[src/rtl/clk_edge_meter.sv]
// clk_edge_meter: synchronises a slow clock, strobes its edges, measures period/high time, flags loss.
// Define CLK_EDGE_METER_JITTER_EN to add ClrStats and PeriodMin/PeriodMax tracking.
module clk_edge_meter #(
  parameter int CNT_W = 28,
  parameter logic [CNT_W-1:0] TIMEOUT = 28'd1000
) (
  input  logic             Clk,
  input  logic             Rst,
  input  logic             ClkIn,
`ifdef CLK_EDGE_METER_JITTER_EN
  input  logic             ClrStats,
  output logic [CNT_W-1:0] PeriodMin,
  output logic [CNT_W-1:0] PeriodMax,
`endif
  output logic             RiseStb,
  output logic             FallStb,
  output logic [CNT_W-1:0] Period,
  output logic [CNT_W-1:0] HighTime,
  output logic             Valid,
  output logic             Lost
);
  typedef enum logic [1:0] {IDLE, ARMED, LOCKED, LOST} state_t;
  localparam logic [CNT_W-1:0] ONES = '1;
  state_t state_q, state_d;
  logic s1_q, s1_d, s2_q, s2_d, dly_q, dly_d;
  logic rise_stb_q, rise_stb_d, fall_stb_q, fall_stb_d;
  logic valid_q, valid_d, lost_q, lost_d;
  logic [CNT_W-1:0] per_q, per_d, high_q, high_d;
  logic [CNT_W-1:0] period_q, period_d, high_time_q, high_time_d;
  logic [CNT_W-1:0] per_meas, high_meas;
  logic rise, fall, measuring, timeout;
`ifdef CLK_EDGE_METER_JITTER_EN
  logic [CNT_W-1:0] pmin_q, pmin_d, pmax_q, pmax_d;
  logic upd, first;
`endif
  always_comb begin
    rise = s2_q & ~dly_q;
    fall = ~s2_q & dly_q;
    measuring = (state_q == ARMED) || (state_q == LOCKED);
    per_meas = (per_q == ONES) ? ONES : per_q + 1'b1;
    high_meas = (high_q == ONES) ? ONES : high_q + 1'b1;
    timeout = !rise && (state_q != LOST) && (per_meas == TIMEOUT);
    s1_d = ClkIn;
    s2_d = s1_q;
    dly_d = s2_q;
    rise_stb_d = rise;
    fall_stb_d = fall;
    per_d = rise ? '0 : per_meas;
    high_d = rise ? '0 : (s2_q ? high_meas : high_q);
    high_time_d = (fall && measuring) ? high_meas : high_time_q;
    state_d = state_q;
    period_d = period_q;
    valid_d = valid_q;
    lost_d = lost_q;
    if (rise) begin
      state_d = measuring ? LOCKED : ARMED;
      lost_d = 1'b0;
      period_d = measuring ? per_meas : period_q;
      valid_d = measuring ? 1'b1 : valid_q;
    end else if (timeout) begin
      state_d = LOST;
      lost_d = 1'b1;
      valid_d = 1'b0;
    end
`ifdef CLK_EDGE_METER_JITTER_EN
    upd = rise && measuring;
    first = (state_q == ARMED) || ClrStats;
    pmin_d = upd ? ((first || per_meas < pmin_q) ? per_meas : pmin_q)
                 : ((ClrStats || timeout) ? ONES : pmin_q);
    pmax_d = upd ? ((first || per_meas > pmax_q) ? per_meas : pmax_q)
                 : ((ClrStats || timeout) ? '0 : pmax_q);
`endif
  end
  always_ff @(posedge Clk) begin
    if (Rst) begin
      state_q <= IDLE;
      s1_q <= 1'b0;
      s2_q <= 1'b0;
      dly_q <= 1'b0;
      rise_stb_q <= 1'b0;
      fall_stb_q <= 1'b0;
      valid_q <= 1'b0;
      lost_q <= 1'b0;
      per_q <= '0;
      high_q <= '0;
      period_q <= '0;
      high_time_q <= '0;
`ifdef CLK_EDGE_METER_JITTER_EN
      pmin_q <= ONES;
      pmax_q <= '0;
`endif
    end else begin
      state_q <= state_d;
      s1_q <= s1_d;
      s2_q <= s2_d;
      dly_q <= dly_d;
      rise_stb_q <= rise_stb_d;
      fall_stb_q <= fall_stb_d;
      valid_q <= valid_d;
      lost_q <= lost_d;
      per_q <= per_d;
      high_q <= high_d;
      period_q <= period_d;
      high_time_q <= high_time_d;
`ifdef CLK_EDGE_METER_JITTER_EN
      pmin_q <= pmin_d;
      pmax_q <= pmax_d;
`endif
    end
  end
  assign RiseStb = rise_stb_q;
  assign FallStb = fall_stb_q;
  assign Period = period_q;
  assign HighTime = high_time_q;
  assign Valid = valid_q;
  assign Lost = lost_q;
`ifdef CLK_EDGE_METER_JITTER_EN
  assign PeriodMin = pmin_q;
  assign PeriodMax = pmax_q;
`endif
endmodule

[config.mk]
export PLATFORM = sky130hd
export DESIGN_NAME = clk_edge_meter
export DESIGN_NICKNAME = d
export VERILOG_FILES = /design/src/rtl/clk_edge_meter.sv
export SDC_FILE = /design/constraint.sdc
export NUM_CORES = 1
export LEC_CHECK = 0
export ABC_AREA = 1
export CAP_MARGIN = 20
export CELL_PAD_IN_SITES_DETAIL_PLACEMENT = 1
export CELL_PAD_IN_SITES_GLOBAL_PLACEMENT = 1
export CORE_MARGIN = 10
export CORE_UTILIZATION = 44
export DETAILED_ROUTE_END_ITERATION = 10
export PLACE_DENSITY_LB_ADDON = 0.12
export RECOVER_POWER = 50
export SLEW_MARGIN = 20
export SYNTH_ARGS = -nofsm -noshare
export SYNTH_HDL_FRONTEND = slang
export SYNTH_SLANG_ARGS = --single-unit
[constraint.sdc]
create_clock -name Clk -period 3.1 [get_ports Clk]
set_clock_uncertainty 0.15 [all_clocks]
set_input_delay 0.465 -clock Clk [delete_from_list [all_inputs] [get_ports Clk]]
set_output_delay 0.465 -clock Clk [all_outputs]
set_load 0.01 [all_outputs]
==> flow_summary.ini <==
[clock_tree]
worstSkewPairLatency_ps = 420
clock_sink_count = 121
cts_resized = 0
clock_tree.buffer_depth = 2
post_cts_setup_buffer_count = 0
clock_tree_from_tritoncts = done
post_cts_hold_buffer_count = 0
worst_setup_hold_path_clk_slew_ps = 50
h_tree_depth_reported_by_cts = 4
cts_made_buffers = 17
clock_tree.root_cell = clkbuf_16

[die]
floorplan.die_area_mm2 = 0.01851
core_area_mm2 = 0.01324
fp-row-count = 42
die_w_um = 136.1
chipHeight_um = 136.1
start_util_pct = 44.75
io_pins = 63

[routing]
drt_iter0_markers = 295
detailroute.via_count = 5914
wl_per_cell_um = 16.95
finalWirelength_um = 19060
first_pass_iters = 4
via_per_inst = 5.257
ant_nets = 0
route.detailed.drc = 0

[global_routing]
global_route_wire_length_before_repair_um = 31640
grt_start_max_net_pins = 40
number_of_antenna_violations_at_the_first_check_in_global_routing = 0
track_usage_pct = 21.24
grt-ovfl-total = 0
via_count_of_the_first_global_routing_pass = 6454

[sta]
setup_viol = 0
worstMarginPinSlew_ps = 1603
slew_headroom_pct = -6.871
report.final.slew_viol_count = 40
unrepaired_setup_endpoints_after_global_routing = false
tns_ps = 0
worst_hold_slack_ps = 254.4
finalWorstSetupSlack_ps = 411.6
final_hold_viol_count = 0
max_clock_freq_ghz = 0.3720
fraction_of_the_cycle_the_final_worst_path_needs_pct = 86.72
timing.final.crit_period_ps = 2688

[layout]
most_frequent_standard_cell_in_the_layout_excluding_fill_and_tap_cells = nand2_1
final_net_count = 942
antennaDiodeCount = 0
finalInstanceArea_mm2 = 0.007283
fillcell_total = 1781
final_cell_mix = 148 x nand2_1, 139 x inv_1, 127 x nor2_1
area_delta_synth_final_pct = 22.91
drive_gt1_share_pct = 6.428

[placed_design]
place.gp.congestion = 0.9200
dpl.hpwl_um = 13770
buffer_ports.inserted = 62
place_ws_ps = 568.5
dpl-instance-area_mm2 = 0.006715

[critical_path]
capturing_element_type_of_the_critical_path = register
start_kind = register
timing.critical_path.fanout_max = 10
critical_path_class = register to register
worst-endpoint-required_ps = 3270
worst_path_arrival_time_ps = 2860

[logic_synthesis]
sequential_to_total_area_share_from_yosys_stat_pct = 40.88
synth.net_count = 882
synthesis.area_mm2 = 0.005926
synthesis.area_per_instance_um2 = 6.764
yosys.area.top_type_share_pct = 40.88
synthesis.instances = 876
synth_warnings = 0
ys_top_cells_by_area = dfxtp_1 41%, nand2_1 9.3%, inv_1 8.7%
synth_seq_cells = 121
library_cell_with_the_largest_summed_area_after_synthesis = dfxtp_1
ys_types = 36

[run]
cap_violations = 1

[run_status]
status = finished, violations left
violations_in_the_final_reports = max-capacitance violations, max-slew violations

[power_and_ir_drop]
power.ir.vdd_worst_mv = 0.3452
power_density_mw_per_mm2 = 511.8
cellLeakagePower_nw = 3.530

[hold_path]
worst_min_delay_path_category = register to register
-- Yosys cell counts, drive strengths merged --
| library cell | n |
|---|---|
| a211oi | 1 |
| a21boi | 1 |
| a21o | 2 |
| a21oi | 32 |
| a22oi | 1 |
| a31oi | 1 |
| buf | 9 |
| clkbuf | 22 |
| dfxtp | 121 |
| ha | 3 |
| inv | 140 |
| nand2 | 152 |
| nand3 | 83 |
| nand3b | 3 |
| nand4 | 13 |
| nor2 | 139 |
| nor3 | 16 |
| nor4 | 4 |
| o211ai | 1 |
| o21ai | 94 |
| o21bai | 19 |
| or2 | 4 |
| xnor2 | 2 |
| xor2 | 13 |
-- registers in the layout (all words and copies together) (netlist names) --
register,count
HighTime,28
Period,28
high_q,28
per_q,28
state_q,2
FallStb,1
Lost,1
RiseStb,1
Valid,1
dly_d,1
dly_q,1
s1_q,1
-- cell type report --
class                           instances  area (um^2)  area share, %
Multi-Input combinational cell        584         2849          39.12
Sequential cell                       121         2422          33.26
Timing Repair Buffer                   72        685.7          9.414
Inverter                              140        525.5          7.215
Clock buffer                           23        457.9          6.288
Tap cell                              176        220.2          3.024
Clock inverter                          9        122.6          1.684
-- per-stage QoR --
stage,util [%],cells,power (mW)
after floorplan,-,876,1.738
after global placement,50.71,1093,1.789
after detailed placement,50.71,1093,1.797
after CTS,55.09,1125,3.763
after global routing,55.00,1125,3.849
final,55.00,1125,3.727
-- where the power goes --
group          total (mW)  leakage [nW]  switching (mW)  internal [mW]
Clock                1.96         0.285           0.689           1.28
Sequential           1.61         0.979          0.0272           1.58
Combinational       0.152          2.27           0.103         0.0486
-- logic make-up (layout without fill, tap and decap cells) --
logic type               after synthesis  in the layout  share of synthesized area [%]
AND/OR/NAND/NOR                      414            414                          31.27
buffers and inverters                171            244                          11.09
AO/OA/AOI/OAI                        152            152                          13.91
flip-flops                           121            121                          40.88
XOR/XNOR                              15             15                          2.217
adder cells (fa/ha/maj)                3              3                         0.6335
-- per-layer routing --
metal,vias up,routed length [um],GRT usage [%]
li1,2910,-,-
met5,-,0,0
met3,30,637,5.018
met4,0,454,8.343
met2,99,10120,39.63
met1,2875,7850,22.41
-- path summary, 6_finish.rpt --
path                                     startpoint                       to  slack (ps)  cells past startpoint
worst max-delay path            per_q[1]$_SDFF_PP0_  state_q[1]$_SDFFE_PP0P_         410                     14
worst min-delay path                s1_q$_SDFF_PP0_         dly_d$_SDFF_PP0_         250                      2
worst max register to register  per_q[1]$_SDFF_PP0_  state_q[1]$_SDFFE_PP0P_         410                     14
worst min register to register      s1_q$_SDFF_PP0_         dly_d$_SDFF_PP0_         250                      2
-- worst max-delay path, cell delays in order, from the launching register on --
cell	delay, ps
dfxtp_1	390
ha_1	330
inv_1	110
nor2_4	150
nand2_1	190
nor2_8	220
nand3_2	240
nand3_1	230
nor2_1	70
nand2_1	90
nor2_1	70
nand3_2	100
nand3_1	80
nand2_1	120
inv_1	50
No activity file was read; power rests on OpenSTA's default activity.
